## config.mk

```make
export PLATFORM = sky130hd
export DESIGN_NAME = keypad_scanner
export DESIGN_NICKNAME = d
export VERILOG_FILES = /design/src/rtl/keypad_scanner.sv
export SDC_FILE = /design/constraint.sdc
export NUM_CORES = 1
export LEC_CHECK = 0
export CORE_UTILIZATION = 50
export CTS_CLUSTER_SIZE = 40
export DETAILED_ROUTE_END_ITERATION = 7
export GPL_TIMING_DRIVEN = 1
export HOLD_SLACK_MARGIN = 0.12
export PLACE_DENSITY = 0.8
export SYNTH_ARGS = -nofsm -noshare
export SYNTH_HDL_FRONTEND = slang
export SYNTH_SLANG_ARGS = --single-unit
```

## constraint.sdc

```tcl
create_clock -name clk -period 2.76 [get_ports clk]
set_clock_uncertainty 0.15 [all_clocks]
set_input_delay 0.828 -clock clk [delete_from_list [all_inputs] [get_ports clk]]
set_output_delay 0.828 -clock clk [all_outputs]
set_load 0.02 [all_outputs]
```

## src/rtl/keypad_scanner.sv

```systemverilog
// 4x4 matrix keypad scanner: strobes one column low at a time, debounces press and
// release on the latched row, and reports one key code per accepted press.
module keypad_scanner #(
  parameter int SCAN_DIV     = 1000,
  parameter int DEBOUNCE_CNT = 16
) (
  input  logic       clk,
  input  logic       reset,
  input  logic [3:0] row_n,
  output logic [3:0] col_n,
  output logic [3:0] key_code,
  output logic       key_valid,
  output logic       key_held
);

  localparam int DW = (SCAN_DIV > 1) ? $clog2(SCAN_DIV) : 1;
  localparam int CW = $clog2(DEBOUNCE_CNT + 2);
  localparam logic [DW-1:0] DWELL_LAST = DW'(SCAN_DIV - 1);
  localparam logic [CW-1:0] DEB_TARGET = CW'(DEBOUNCE_CNT);
  localparam logic [CW-1:0] DEB_ONE    = CW'(1);
  localparam logic [CW-1:0] DEB_ZERO   = CW'(0);

  typedef enum logic [1:0] {
    SCAN     = 2'd0,
    DEBOUNCE = 2'd1,
    PRESSED  = 2'd2,
    RELEASE  = 2'd3
  } state_t;

  state_t        state_r;
  logic [3:0]    row_meta_r;
  logic [3:0]    row_sync_r;
  logic [DW-1:0] dwell_r;
  logic [CW-1:0] deb_cnt_r;
  logic [1:0]    row_idx_r;
  logic [1:0]    col_idx_r;

  logic          tick_s;
  logic          any_low_s;
  logic          latched_low_s;
  logic [1:0]    row_sel_s;
  logic [CW-1:0] deb_next_s;

  // Two-flop synchronizer for the asynchronous row lines; idles at "no key".
  always_ff @(posedge clk) begin
    if (reset) begin
      row_meta_r <= 4'b1111;
      row_sync_r <= 4'b1111;
    end else begin
      row_meta_r <= row_n;
      row_sync_r <= row_meta_r;
    end
  end

  // Column dwell counter; the sample tick is its last count.
  always_ff @(posedge clk) begin
    if (reset || tick_s) begin
      dwell_r <= '0;
    end else begin
      dwell_r <= dwell_r + DW'(1);
    end
  end

  // Tick decode and lowest-index-low-row priority select.
  always_comb begin
    tick_s        = (dwell_r == DWELL_LAST);
    any_low_s     = (row_sync_r != 4'b1111);
    latched_low_s = ~row_sync_r[row_idx_r];
    deb_next_s    = deb_cnt_r + DEB_ONE;
    if (!row_sync_r[0]) begin
      row_sel_s = 2'd0;
    end else if (!row_sync_r[1]) begin
      row_sel_s = 2'd1;
    end else if (!row_sync_r[2]) begin
      row_sel_s = 2'd2;
    end else begin
      row_sel_s = 2'd3;
    end
  end

  // Scan/debounce FSM with registered strobes and key outputs; only acts on ticks.
  always_ff @(posedge clk) begin
    if (reset) begin
      state_r   <= SCAN;
      col_n     <= 4'b1110;
      col_idx_r <= 2'd0;
      row_idx_r <= 2'd0;
      deb_cnt_r <= DEB_ZERO;
      key_code  <= 4'h0;
      key_valid <= 1'b0;
      key_held  <= 1'b0;
    end else begin
      key_valid <= 1'b0;
      if (tick_s) begin
        case (state_r)
          SCAN: begin
            if (any_low_s) begin
              row_idx_r <= row_sel_s;
              deb_cnt_r <= DEB_ONE;
              if (DEBOUNCE_CNT == 1) begin
                state_r   <= PRESSED;
                key_code  <= {row_sel_s, col_idx_r};
                key_valid <= 1'b1;
                key_held  <= 1'b1;
              end else begin
                state_r <= DEBOUNCE;
              end
            end else begin
              col_n     <= {col_n[2:0], col_n[3]};
              col_idx_r <= col_idx_r + 2'd1;
            end
          end
          DEBOUNCE: begin
            if (latched_low_s) begin
              deb_cnt_r <= deb_next_s;
              if (deb_next_s >= DEB_TARGET) begin
                state_r   <= PRESSED;
                key_code  <= {row_idx_r, col_idx_r};
                key_valid <= 1'b1;
                key_held  <= 1'b1;
              end
            end else begin
              state_r   <= SCAN;
              deb_cnt_r <= DEB_ZERO;
              col_n     <= {col_n[2:0], col_n[3]};
              col_idx_r <= col_idx_r + 2'd1;
            end
          end
          PRESSED: begin
            if (!latched_low_s) begin
              deb_cnt_r <= DEB_ONE;
              state_r   <= RELEASE;
            end
          end
          RELEASE: begin
            if (!latched_low_s) begin
              deb_cnt_r <= deb_next_s;
              // A single stray low sample sends us back without a new press event.
              if (deb_next_s >= DEB_TARGET) begin
                state_r   <= SCAN;
                deb_cnt_r <= DEB_ZERO;
                key_held  <= 1'b0;
                col_n     <= {col_n[2:0], col_n[3]};
                col_idx_r <= col_idx_r + 2'd1;
              end
            end else begin
              state_r   <= PRESSED;
              deb_cnt_r <= DEB_ZERO;
            end
          end
          default: begin
            state_r <= SCAN;
          end
        endcase
      end
    end
  end

endmodule

```

**Word-level counts from Yosys, hierarchy flattened**

Cells that the tools add are included.

- Register bits after elaboration: 39
- Bits of input ports: 6
- Logic and storage cells: 79

- Add/subtract/negate cells: 3
- Order comparisons: 2
- Equality and inequality tests: 15
- Mux-type cells: 34
- Bitwise operators: 3
- Reduce and logical (&&, ||, !) cells: 11

Operators with widths:

| kind | count |
|---|---|
| $mux W5 | 5 |
| $mux W2 | 12 |
| $pmux W5 S4 | 1 |
| $mux W4 | 4 |
| $ne A2 B2 Y1 const B | 8 |
| $pmux W4 S3 | 1 |
| $reduce_and A6 Y1 | 2 |
| $add A10 B1 Y10 const B | 1 |
| $eq A10 B10 Y1 const B | 1 |
| $pmux W2 S4 | 1 |
| $mux W1 | 7 |
| $ne A3 B3 Y1 const B | 2 |
| $pmux W2 S3 | 1 |
| $reduce_and A3 Y1 | 2 |
| $add A5 B1 Y5 const B | 1 |
| $ge A5 B5 Y1 const B | 1 |
| $reduce_and A5 Y1 | 1 |
| $eq A2 B2 Y1 const B | 2 |
| $ne A4 B4 Y1 const B | 1 |
| $reduce_and A4 Y1 | 1 |
| $reduce_or A4 Y1 | 1 |
| $lt A2 B3 Y1 const B | 1 |
| $not A1 Y1 | 3 |
| $reduce_bool A3 Y1 | 1 |
| 7 further kinds | 7 |

**Longest topological paths before layout**

- Depth after elaboration: 5
- Gate-level depth with buffers: 6
- Gate-level depth less buffers: 6

**Worst setup path before layout**

OpenSTA, ideal clock, no wires.

- Path type: flip-flop to flip-flop
- From: register row_idx_r[1]
- To: register col_n[1]
- Setup time: 120 ps
- Arrival time: 1,640 ps
- Data required time: 2,490 ps
- Setup slack: 850 ps
- Stages on the path, launching flop included: 6
- Buffers on the path: 0
- Cells stage by stage: dfxtp_1 -> mux4_2 -> a22o_2 -> o211ai_4 -> nor2_1 -> a211o_1

- Longest elaborated chain between the ends: 4
- Elaborated cells between the ends (all ways): 5
- Classes of those cells: eq/ne: 2; mux: 2; reduce/logical: 1

RTL lines:

| item | RTL line | source |
|---|---|---|
| from (decl) | 35 | `logic [1:0] row_idx_r;` |
| from (signal assigned) | 98 | `row_idx_r <= row_sel_s;` |
| $bmux W1 S2 * | 68 | `latched_low_s = ~row_sync_r[row_idx_r];` |
| $mux W1 (implied by the code) * | 68 |  |
| $ne A2 B2 Y1 (no source line) | n/a |  |
| $reduce_and A6 Y1 (no source line) * | n/a |  |
| to (signal assigned) | 109 | `col_n <= {col_n[2:0], col_n[3]};` |
| to (signal assigned) | 125 | `col_n <= {col_n[2:0], col_n[3]};` |
| to (signal assigned) | 143 | `col_n <= {col_n[2:0], col_n[3]};` |
| to (decl) | 10 | `output logic [3:0] col_n,` |

Mark *: on every way between the ends. The rest lies on a longest branch, timed or not. The select of a mux whose other input is x is not followed.
A chain may end at the register's enable or synchronous reset.

**Final worst setup path**

- From: register col_n[1]
- To: output port col_n[1]

No word-level cell between the ends.

==> reports/summary.txt <==
Status - complete, no violations
Syn Inst Count - 180
Post_cts resized - 0
Top cells by area, synth - dfxtp_1 (46%), nor2_1 (6.5%), or2_2 (4.5%), xnor2_1 (3.6%), mux2i_1 (3.0%)
# hold bufs at CTS - 0
CP arrival - 1.35 ns
TritonCTS clock tree - yes
Delay-heaviest family, CP - buffers and inverters
M2 GR Usage - 30.48%
Worst-case clock buffer depth - 2
Critical Path Max Stage Delay - 0.62 ns
Sequential area share after synthesis - 46.36%
LEAKAGE - 0.0007355 uW
Clock Latency Late Sink - 0.35 ns
Minimum clock period - 2.328 ns
Chip width - 60.04 um
Clock Sink Count - 39
Iter 0 DRT Violations - 72
Fraction of the mapped netlist area in adder cells - 1.486%
Maxcap violations - 0
Top-area cell type share of the netlist area - 46.36%
Hpwl dp - 2.171 mm
Crit-path slowest cell - clkdlybuf4s50_1
Final Net Count - 206
Normalized max-slew margin - 57.51%
Reg clk slew, reported paths - 0.12 ns
CTS buffer count - 5
Final wirelength - 2.902 mm
GRT Total Usage - 18.95%
Fmax - 0.4295 GHz
Synth cell types - 42
Root buffer cell - clkbuf_4
Most frequent cells in the layout - dfxtp_1 (39), nor2_1 (29), clkdlybuf4s50_1 (15), nand2_1 (13), or2_2 (12)
Setup TNS - 0 ns
Slew of the pin with the lowest slew margin - 0.6315 ns
H-tree depth - 2
DRC - 0
Initial antenna violation count - 0
Final setup violation count - 0
Post-synthesis mux area share - 4.309%
Starting density of the core - 53.84%
Critical path buffers and inverters - 1
Number of enable flip-flop cells after synthesis - 0
Hold WS - 0.2731 ns
Met3 usage - 6.494%
Vias in the first global route - 1182
Pins Over Slew Limit - 0
DRT Pass-1 Iters - 4
Hold Crit Class - reg2reg
Pwr per Cell Area - 472.9 nW/um^2
Layout cells sized above 1 - 16.58%
Largest area contributor in the netlist - dfxtp_1
Final hold violation count - 0
Total Power - 915.3 uW
ANT nets after route - 0
Post CTS Setup Buffer Count - 0
Port Buffers - 15
DIE AREA - 3604 um^2
Ys flop type - dfxtp_1
Wire per inst - 11.94 um
WS Path Type - reg2out
Yosys Warn Count - 0
Synthesized flop and latch total - 39
Crit-path cells - clkdlybuf4s50_1
CP Max Fanout - 3
Die Ht - 60.04 um
Mean post-synth cell area - 9.356 um^2
Worst setup SP type - register
Area fraction in compound gates after synthesis - 11.00%
Gr ovfl total - 0
Commonest non-fill, non-tap cell in the layout - dfxtp_1
Tcrit/Tclk final - 84.35%
Async set or reset register ratio after synthesis - 0%
RSZ-0062 raised after global routing - false
FP Rows - 20
Synth Cell Area - 1684 um^2
Busiest metal layer after global routing - met2
Vias - 1295
Simple logic cell fraction of the synthesized area - 27.56%
Gpl congestion - 0.7812
N_diodes - 0
Layout area overhead - 14.93%
First-pass GRT wire length - 4.933 mm
GR Util met1 - 22.72%
# fillers - 271
Vias/cell - 5.329
XOR/XNOR Fraction of Synth Area - 6.166%
Largest net degree at the start of global routing - 21
Syn_nets - 188
Largest family of logic cells by synthesized area - simple AND/OR/NAND/NOR gates
Critical path data required time - 1.78 ns
Max VDD drop - 0.0002781 V
Number of top-level pins - 16
CP endpoint kind - output pin
Core box area - 3128 um^2
==> cell usage after synthesis (all sizes together) (2+ instances only) <==
cell     n
nand4    4
ha       2
dfxtp   39
o21ai    4
and3     2
nand3    9
and2     3
or2     12
xor2     4
nand3b   2
a21oi    6
clkbuf   5
mux2i    5
inv      7
a41oi    2
nor2    29
a31oi    2
a211o    4
nand2   13
xnor2    7
nor4     3
==> per-layer routing <==
layer  vias up  share of wire, %
met5         -                 0
met4         0               1.7
met3         5               5.1
met2        36                48
met1       601                45
li1        653                 -
==> area by class of cell <==
type | instances | area, um^2 | area share, %
Clock buffer | 5 | 37.54 | 1.939
Inverter | 7 | 26.28 | 1.357
Sequential cell | 39 | 780.7 | 40.34
Multi-Input combinational cell | 128 | 850.8 | 43.96
Tap cell | 44 | 55.05 | 2.844
Timing Repair Buffer | 17 | 165.2 | 8.533
Clock inverter | 3 | 20.02 | 1.034
==> metrics by stage <==
| stage | setup slack [ns] | std cells | util (%) | instance area, um^2 |
|---|---|---|---|---|
| after floorplan | 0.8499 | 180 | - | 1684 |
| after global placement | 0.6314 | 235 | 60.04 | 1878 |
| after detailed placement | 0.5856 | 235 | 60.04 | 1878 |
| after CTS | 0.4099 | 243 | 61.88 | 1936 |
| after global routing | 0.3815 | 243 | 61.88 | 1936 |
| final | 0.4320 | 243 | 61.88 | 1936 |
==> flip-flops by register name, indices dropped and copies added, names as in the netlist, 2 cells and up, named ones only <==
signal      count
dwell_r        10
row_meta_r      4
row_idx_r       2
key_code        4
col_n           4
col_idx_r       2
row_sync_r      4
deb_cnt_r       5
==> power breakdown <==
part	switching [uW]	leakage [uW]	internal, uW
registers	7.31	0.000317	573
logic	22.4	0.000391	26.3
clock network	189	0.0000272	97.2
==> logic make-up (layout without fill, tap and decap cells) <==
logic type	count (synthesis)	in the layout
compound gates	24	24
xor+xnor	11	11
simple gates	85	85
fa+ha+maj	2	2
buf+inv	13	32
mux	6	6
flops	39	39
==> worst paths after layout <==
| check | endpoint | depth (start not counted) | from | slack [ns] |
|---|---|---|---|---|
| worst max-delay path | col_n[1] | 1 | col_n[1] | 0.43 |
| worst min-delay path | row_sync_r[3] | 1 | row_meta_r[3] | 0.27 |
| worst max register to register | key_code[2] | 6 | deb_cnt_r[0] | 0.53 |
| worst min register to register | row_sync_r[3] | 1 | row_meta_r[3] | 0.27 |
No activity file was read; power rests on OpenSTA's default activity.
